===== src/rtl/ads127l01_capture_ctrl.sv =====
// ADS127L01 front-end sequencer: ADC reset pulse, START, filter-settle discard,
// then bounded/continuous AXI-Stream capture with fsync-loss watchdog and re-sync.
`timescale 1ns/1ps
module ads127l01_capture_ctrl #(
  parameter int DW        = 24,
  parameter int CNT_W     = 16,
  parameter int RST_PULSE = 16,
  parameter int SETTLE_N  = 8,
  parameter int FSYNC_TO  = 1024
) (
  input  logic             clk,
  input  logic             rst,
  input  logic             en,
  input  logic             cmd_start,
  input  logic             cmd_stop,
  input  logic [CNT_W-1:0] num_samples,
  input  logic             fsync,
  output logic             adc_reset_n,
  output logic             adc_start,
  input  logic             s_axis_tvalid,
  input  logic [DW-1:0]    s_axis_tdata,
  output logic             m_axis_tvalid,
  input  logic             m_axis_tready,
  output logic [DW-1:0]    m_axis_tdata,
  output logic             m_axis_tlast,
  output logic             busy,
  output logic             timeout_err,
  output logic             overrun_err
);
  localparam int PW = $clog2(RST_PULSE + 1);
  localparam int SW = $clog2(SETTLE_N + 1);
  localparam int WW = $clog2(FSYNC_TO + 1);

  typedef enum logic [2:0] {IDLE, ARESET, SETTLE, CAPTURE, DONE} state_t;
  state_t state, state_nx;

  logic [CNT_W-1:0] num_q, smp_cnt;
  logic [PW-1:0]    pulse_cnt;
  logic [SW-1:0]    settle_cnt;
  logic [WW-1:0]    wd_cnt;
  logic [2:0]       fs_sync;
  logic             init_q;
  logic             fs_rise, wd_on, wd_fire, pulse_end, settle_end;
  logic             is_last, room, cap_stb, take, drop, go;

  assign fs_rise    = fs_sync[1] & ~fs_sync[2];
  assign wd_on      = (state == SETTLE) || (state == CAPTURE);
  assign wd_fire    = wd_on && !fs_rise && (wd_cnt == WW'(FSYNC_TO - 1));
  assign pulse_end  = (pulse_cnt == PW'(RST_PULSE - 1));
  assign settle_end = s_axis_tvalid && (settle_cnt == SW'(SETTLE_N - 1));
  // Dropped samples still advance smp_cnt, so the next accepted one may be the last.
  assign is_last    = (num_q != '0) && (smp_cnt >= num_q - 1'b1);
  assign room       = !m_axis_tvalid || m_axis_tready;
  assign cap_stb    = (state == CAPTURE) && s_axis_tvalid && !cmd_stop && !wd_fire;
  assign take       = cap_stb && room;
  assign drop       = cap_stb && !room;
  assign go         = (state == IDLE) && cmd_start && !cmd_stop;

  always_ff @(posedge clk or posedge rst) begin
    if (rst) state <= IDLE;
    else     state <= state_nx;
  end

  always_comb begin
    state_nx = state;
    if (en) begin
      case (state)
        IDLE:    if (go) state_nx = ARESET;
        ARESET:  if (cmd_stop) state_nx = DONE;
                 else if (pulse_end) state_nx = SETTLE;
        SETTLE:  if (cmd_stop) state_nx = DONE;
                 else if (wd_fire) state_nx = ARESET;
                 else if (settle_end) state_nx = CAPTURE;
        CAPTURE: if (cmd_stop) state_nx = DONE;
                 else if (wd_fire) state_nx = ARESET;
                 else if (take && is_last) state_nx = DONE;
        DONE:    if (!m_axis_tvalid) state_nx = IDLE;
        default: state_nx = IDLE;
      endcase
    end
  end

  always_comb begin
    adc_reset_n = init_q && (state != ARESET);
    adc_start   = wd_on;
    busy        = (state != IDLE);
  end

  always_ff @(posedge clk or posedge rst) begin
    if (rst) begin
      fs_sync       <= '0;
      init_q        <= 1'b0;
      pulse_cnt     <= '0;
      settle_cnt    <= '0;
      wd_cnt        <= '0;
      smp_cnt       <= '0;
      num_q         <= '0;
      timeout_err   <= 1'b0;
      overrun_err   <= 1'b0;
      m_axis_tvalid <= 1'b0;
      m_axis_tdata  <= '0;
      m_axis_tlast  <= 1'b0;
    end else if (en) begin
      fs_sync <= {fs_sync[1:0], fsync};
      init_q  <= 1'b1;

      if (state == ARESET) pulse_cnt <= pulse_cnt + 1'b1;
      else                 pulse_cnt <= '0;

      if (state != SETTLE)    settle_cnt <= '0;
      else if (s_axis_tvalid) settle_cnt <= settle_cnt + 1'b1;

      if (!wd_on || fs_rise || wd_fire) wd_cnt <= '0;
      else                              wd_cnt <= wd_cnt + 1'b1;

      if (state == IDLE || state == ARESET) smp_cnt <= '0;
      else if (cap_stb && smp_cnt != '1)    smp_cnt <= smp_cnt + 1'b1;

      if (go) begin
        num_q       <= num_samples;
        timeout_err <= 1'b0;
        overrun_err <= 1'b0;
      end else begin
        if (wd_fire) timeout_err <= 1'b1;
        if (drop)    overrun_err <= 1'b1;
      end

      // Timeout flushes the held beat; a new strobe may reload on the handshake cycle.
      if (wd_fire) begin
        m_axis_tvalid <= 1'b0;
        m_axis_tlast  <= 1'b0;
      end else if (take) begin
        m_axis_tvalid <= 1'b1;
        m_axis_tdata  <= s_axis_tdata;
        m_axis_tlast  <= is_last;
      end else if (m_axis_tvalid && m_axis_tready) begin
        m_axis_tvalid <= 1'b0;
        m_axis_tlast  <= 1'b0;
      end
    end
  end
endmodule


===== config.mk =====
export PLATFORM = sky130hd
export DESIGN_NAME = ads127l01_capture_ctrl
export DESIGN_NICKNAME = d
export VERILOG_FILES = /design/src/rtl/ads127l01_capture_ctrl.sv
export SDC_FILE = /design/constraint.sdc
export NUM_CORES = 1
export LEC_CHECK = 0
export BUFFER_PORTS_ARGS = -buffer_cell sky130_fd_sc_hd__buf_2
export CORE_AREA = 5 5 105 131
export CTS_BUF_LIST = sky130_fd_sc_hd__clkbuf_4
export DETAILED_ROUTE_END_ITERATION = 16
export DIE_AREA = 0 0 110 136
export PLACE_DENSITY_LB_ADDON = 0.1
export SYNTH_ARGS = -nofsm -noshare
export SYNTH_HDL_FRONTEND = slang
export SYNTH_SLANG_ARGS = --single-unit

===== constraint.sdc =====
create_clock -name clk -period 4.7 [get_ports clk]
set_input_delay 0.235 -clock clk [delete_from_list [all_inputs] [get_ports clk]]
set_output_delay 0.235 -clock clk [all_outputs]
set_load 0.02 [all_outputs]

==> flow_summary.toml <==
[clock_tree]
worstSkewPairLatency_ns = 0.45
clk_pin_slew_ns = 0.16
cts_made_buffers = 9
cts_htree_levels = 3
cts_resized = 0
root_buffer = "clkbuf_4"
cts_tree = "built"
cts_buffer_depth = 2
clock_sinks = 87

[logic_synthesis]
ys_types = 61
synth_flop_cell = "dfrtp_1"
yosysTopAreaCellShare_pct = 46.3
synth_area_leaders = "dfrtp_1 46%, mux2_2 6.2%, ha_1 5.9%"
syn-cell-area_um2 = 4700
postSynthAreaPerCell_um2 = 10.8
ys_async_sr_fraction_pct = 100
syn_nets = 504
yosys.area.top_type = "dfrtp_1"
yosys_warnings = 0
ys_ff_latch = 87
synthCells = 434
synth_edf_count = 0
seq_area_frac_synth_pct = 46.3

[status]
status = "complete, no violations"

[drt]
wl_um = 10700
vias_per_cell = 4.97
avgRoutedWirePerCell_um = 14.8
via_count = 3592
dr.pass1.iters = 4
drc = 0
ant_nets = 0
drtIter0Drc = 78

[global_route]
overflow = 0
grt_pass1_wl_um = 17500
track_usage_pct = 14.9
grt_max_degree = 77
grt_pass1_vias = 3689
grt_antenna_before_repair = 0

[sta]
finalCriticalPeriod_ns = 3.66
hold_violations = 0
finalSetupViolCount = 0
period_share_pct = 77.9
tns_ns = 0
rsz0062_at_grt = "no"
tightest_slew_ns = 0.985
slew_viol_final = 0
hold-worst-slack_ns = 0.143
slew_headroom_pct = 34.3
clock_skew_ns = 0.0181
fmax_mhz = 273

[flow_run]
cap_violations = 0

[floorplan]
die_x_um = 110
die_area_um2 = 15000
io-pin-count = 79
die_y_um = 136
start_util_pct = 37.7
rows = 46
core_um2 = 12500

[setup_path]
required_ns = 5.04
crit_type = "reg -> reg"
critPathMaxFanout = 4
cp_data_arrival_time_ns = 4.00
cp-start-kind = "flip-flop"
critPathCaptureType = "flip-flop"

[power_and_ir_drop]
p_leak_nw = 2.73
power_density_nw_per_um2 = 402
max-vdd-ir-drop_v = 0.000235

[cells_and_area]
diodes = 0
nets = 620
final_cells = 723
fill_cells = 1194
layout_common_cells = "87 x dfrtp_1, 78 x buf_2, 42 x dlygate4sd3_1, 40 x nand2_1, 35 x nor2_1"
layout-drive-gt1-share_pct = 24.9
layout_commonest_cell = "dfrtp_1"
syn_to_final_growth_pct = 22.7

[placed_design]
gp_congestion = 0.842
hpwl_um = 7750
dp_cells = 665
port_buffers = 78

[worst_hold_path]
hp-class = "in -> reg"
## logic make-up (layout without fill, tap and decap cells)
| kind of cell | Yosys count | in the layout | share of synthesized area, % |
|---|---|---|---|
| muxes | 48 | 48 | 11.7 |
| xor gates and xnor gates | 31 | 31 | 5.77 |
| adders and majority gates | 22 | 22 | 5.85 |
| buffers and inverters | 26 | 147 | 2.74 |
| and+or+nand+nor | 163 | 163 | 19.2 |
| DFF | 87 | 87 | 46.3 |
| AOI/OAI and AO/OA | 57 | 57 | 8.43 |
## Yosys cell counts (2+ instances only)
master	count
nand2_1	40
mux2_4	3
and2_1	5
o21a_1	4
dfrtp_1	87
and4_1	4
clkbuf_1	6
buf_2	4
nor4_1	4
mux2_1	19
inv_1	10
nand2b_1	5
o22ai_1	4
ha_1	22
xor2_1	15
o31ai_1	4
buf_4	5
nand4_1	12
xnor2_1	16
nor2_1	35
a21oi_1	9
a21o_1	4
o21ai_0	16
nand3_1	19
and3_1	8
nor3_1	6
nor3b_1	2
a31oi_1	4
or3_1	2
mux2_2	26
nor2b_1	2
nor2_2	2
nand4b_1	2
## layer usage
layer,share of wire (%),track usage (%)
met5,0,0
met4,2.0,5.27
met3,3.2,2.99
met2,52,27.3
met1,43,16.9
## per-stage QoR
step	instance area, µm²	total power [mW]	utilization [%]	worst slack [ns]
detailed placement	5220	1.90	41.8	1.04
CTS	5770	2.36	46.2	1.01
global placement	5220	1.89	41.8	1.13
global route	5770	2.50	46.2	0.793
floorplan	4700	1.69	-	1.32
finish	5770	2.32	46.2	1.04
## power breakdown
part | switching (mW) | total [mW] | internal [mW]
Combinational | 0.419 | 0.835 | 0.416
Clock | 0.295 | 0.417 | 0.121
Sequential | 0.172 | 1.07 | 0.895
## layout make-up
type | instances | area (µm²) | area share [%]
clock buffers | 9 | 67.6 | 1.17
clock inverters | 7 | 62.6 | 1.08
inverters | 10 | 38.8 | 0.672
multi-input cells | 321 | 2400 | 41.5
flip-flops and latches | 87 | 2180 | 37.7
well taps | 168 | 210 | 3.64
repair buffers | 121 | 818 | 14.2
## worst max-delay path: stages (launching register included)
cell and delay (ns):
dfrtp_1 0.47, nor3_1 0.32, nand2b_1 0.11, or3_1 0.39
nor3b_2 0.28, nor2b_1 0.19, xnor2_1 0.14, ha_1 0.28
a21oi_1 0.13, o21ai_0 0.10, or4_4 0.55, o211ai_4 0.26
mux2_4 0.33
## what timing repair did
item,in CTS,in global routing
hold buffers,42,0
buffers inserted,0,0
hold endpoints to repair,52,0
## worst paths after layout
check / from / to / slack, ns / cells after the start
worst min-delay path: s_axis_tvalid / settle_cnt[0] / 0.14 / 3
worst min register to register: init_q / init_q / 0.48 / 1
worst max-delay path: num_q[2] / state[2] / 1.04 / 12
max in group asynchronous: rst / num_q[13] / 3.26 / 4
min in group asynchronous: rst / m_axis_tdata[19] / 0.20 / 3
worst max register to register: num_q[2] / state[2] / 1.04 / 12
## flip-flops by register name, indices dropped and copies added, names as in the netlist
| name | flops |
|---|---|
| pulse_cnt | 5 |
| settle_cnt | 4 |
| fs_sync | 3 |
| wd_cnt | 11 |
| smp_cnt | 16 |
| overrun_err | 1 |
| m_axis_tdata | 24 |
| m_axis_tlast | 1 |
| num_q | 16 |
| state | 3 |
| m_axis_tvalid | 1 |
| init_q | 1 |
| timeout_err | 1 |
(Power assumes the default switching activity.)
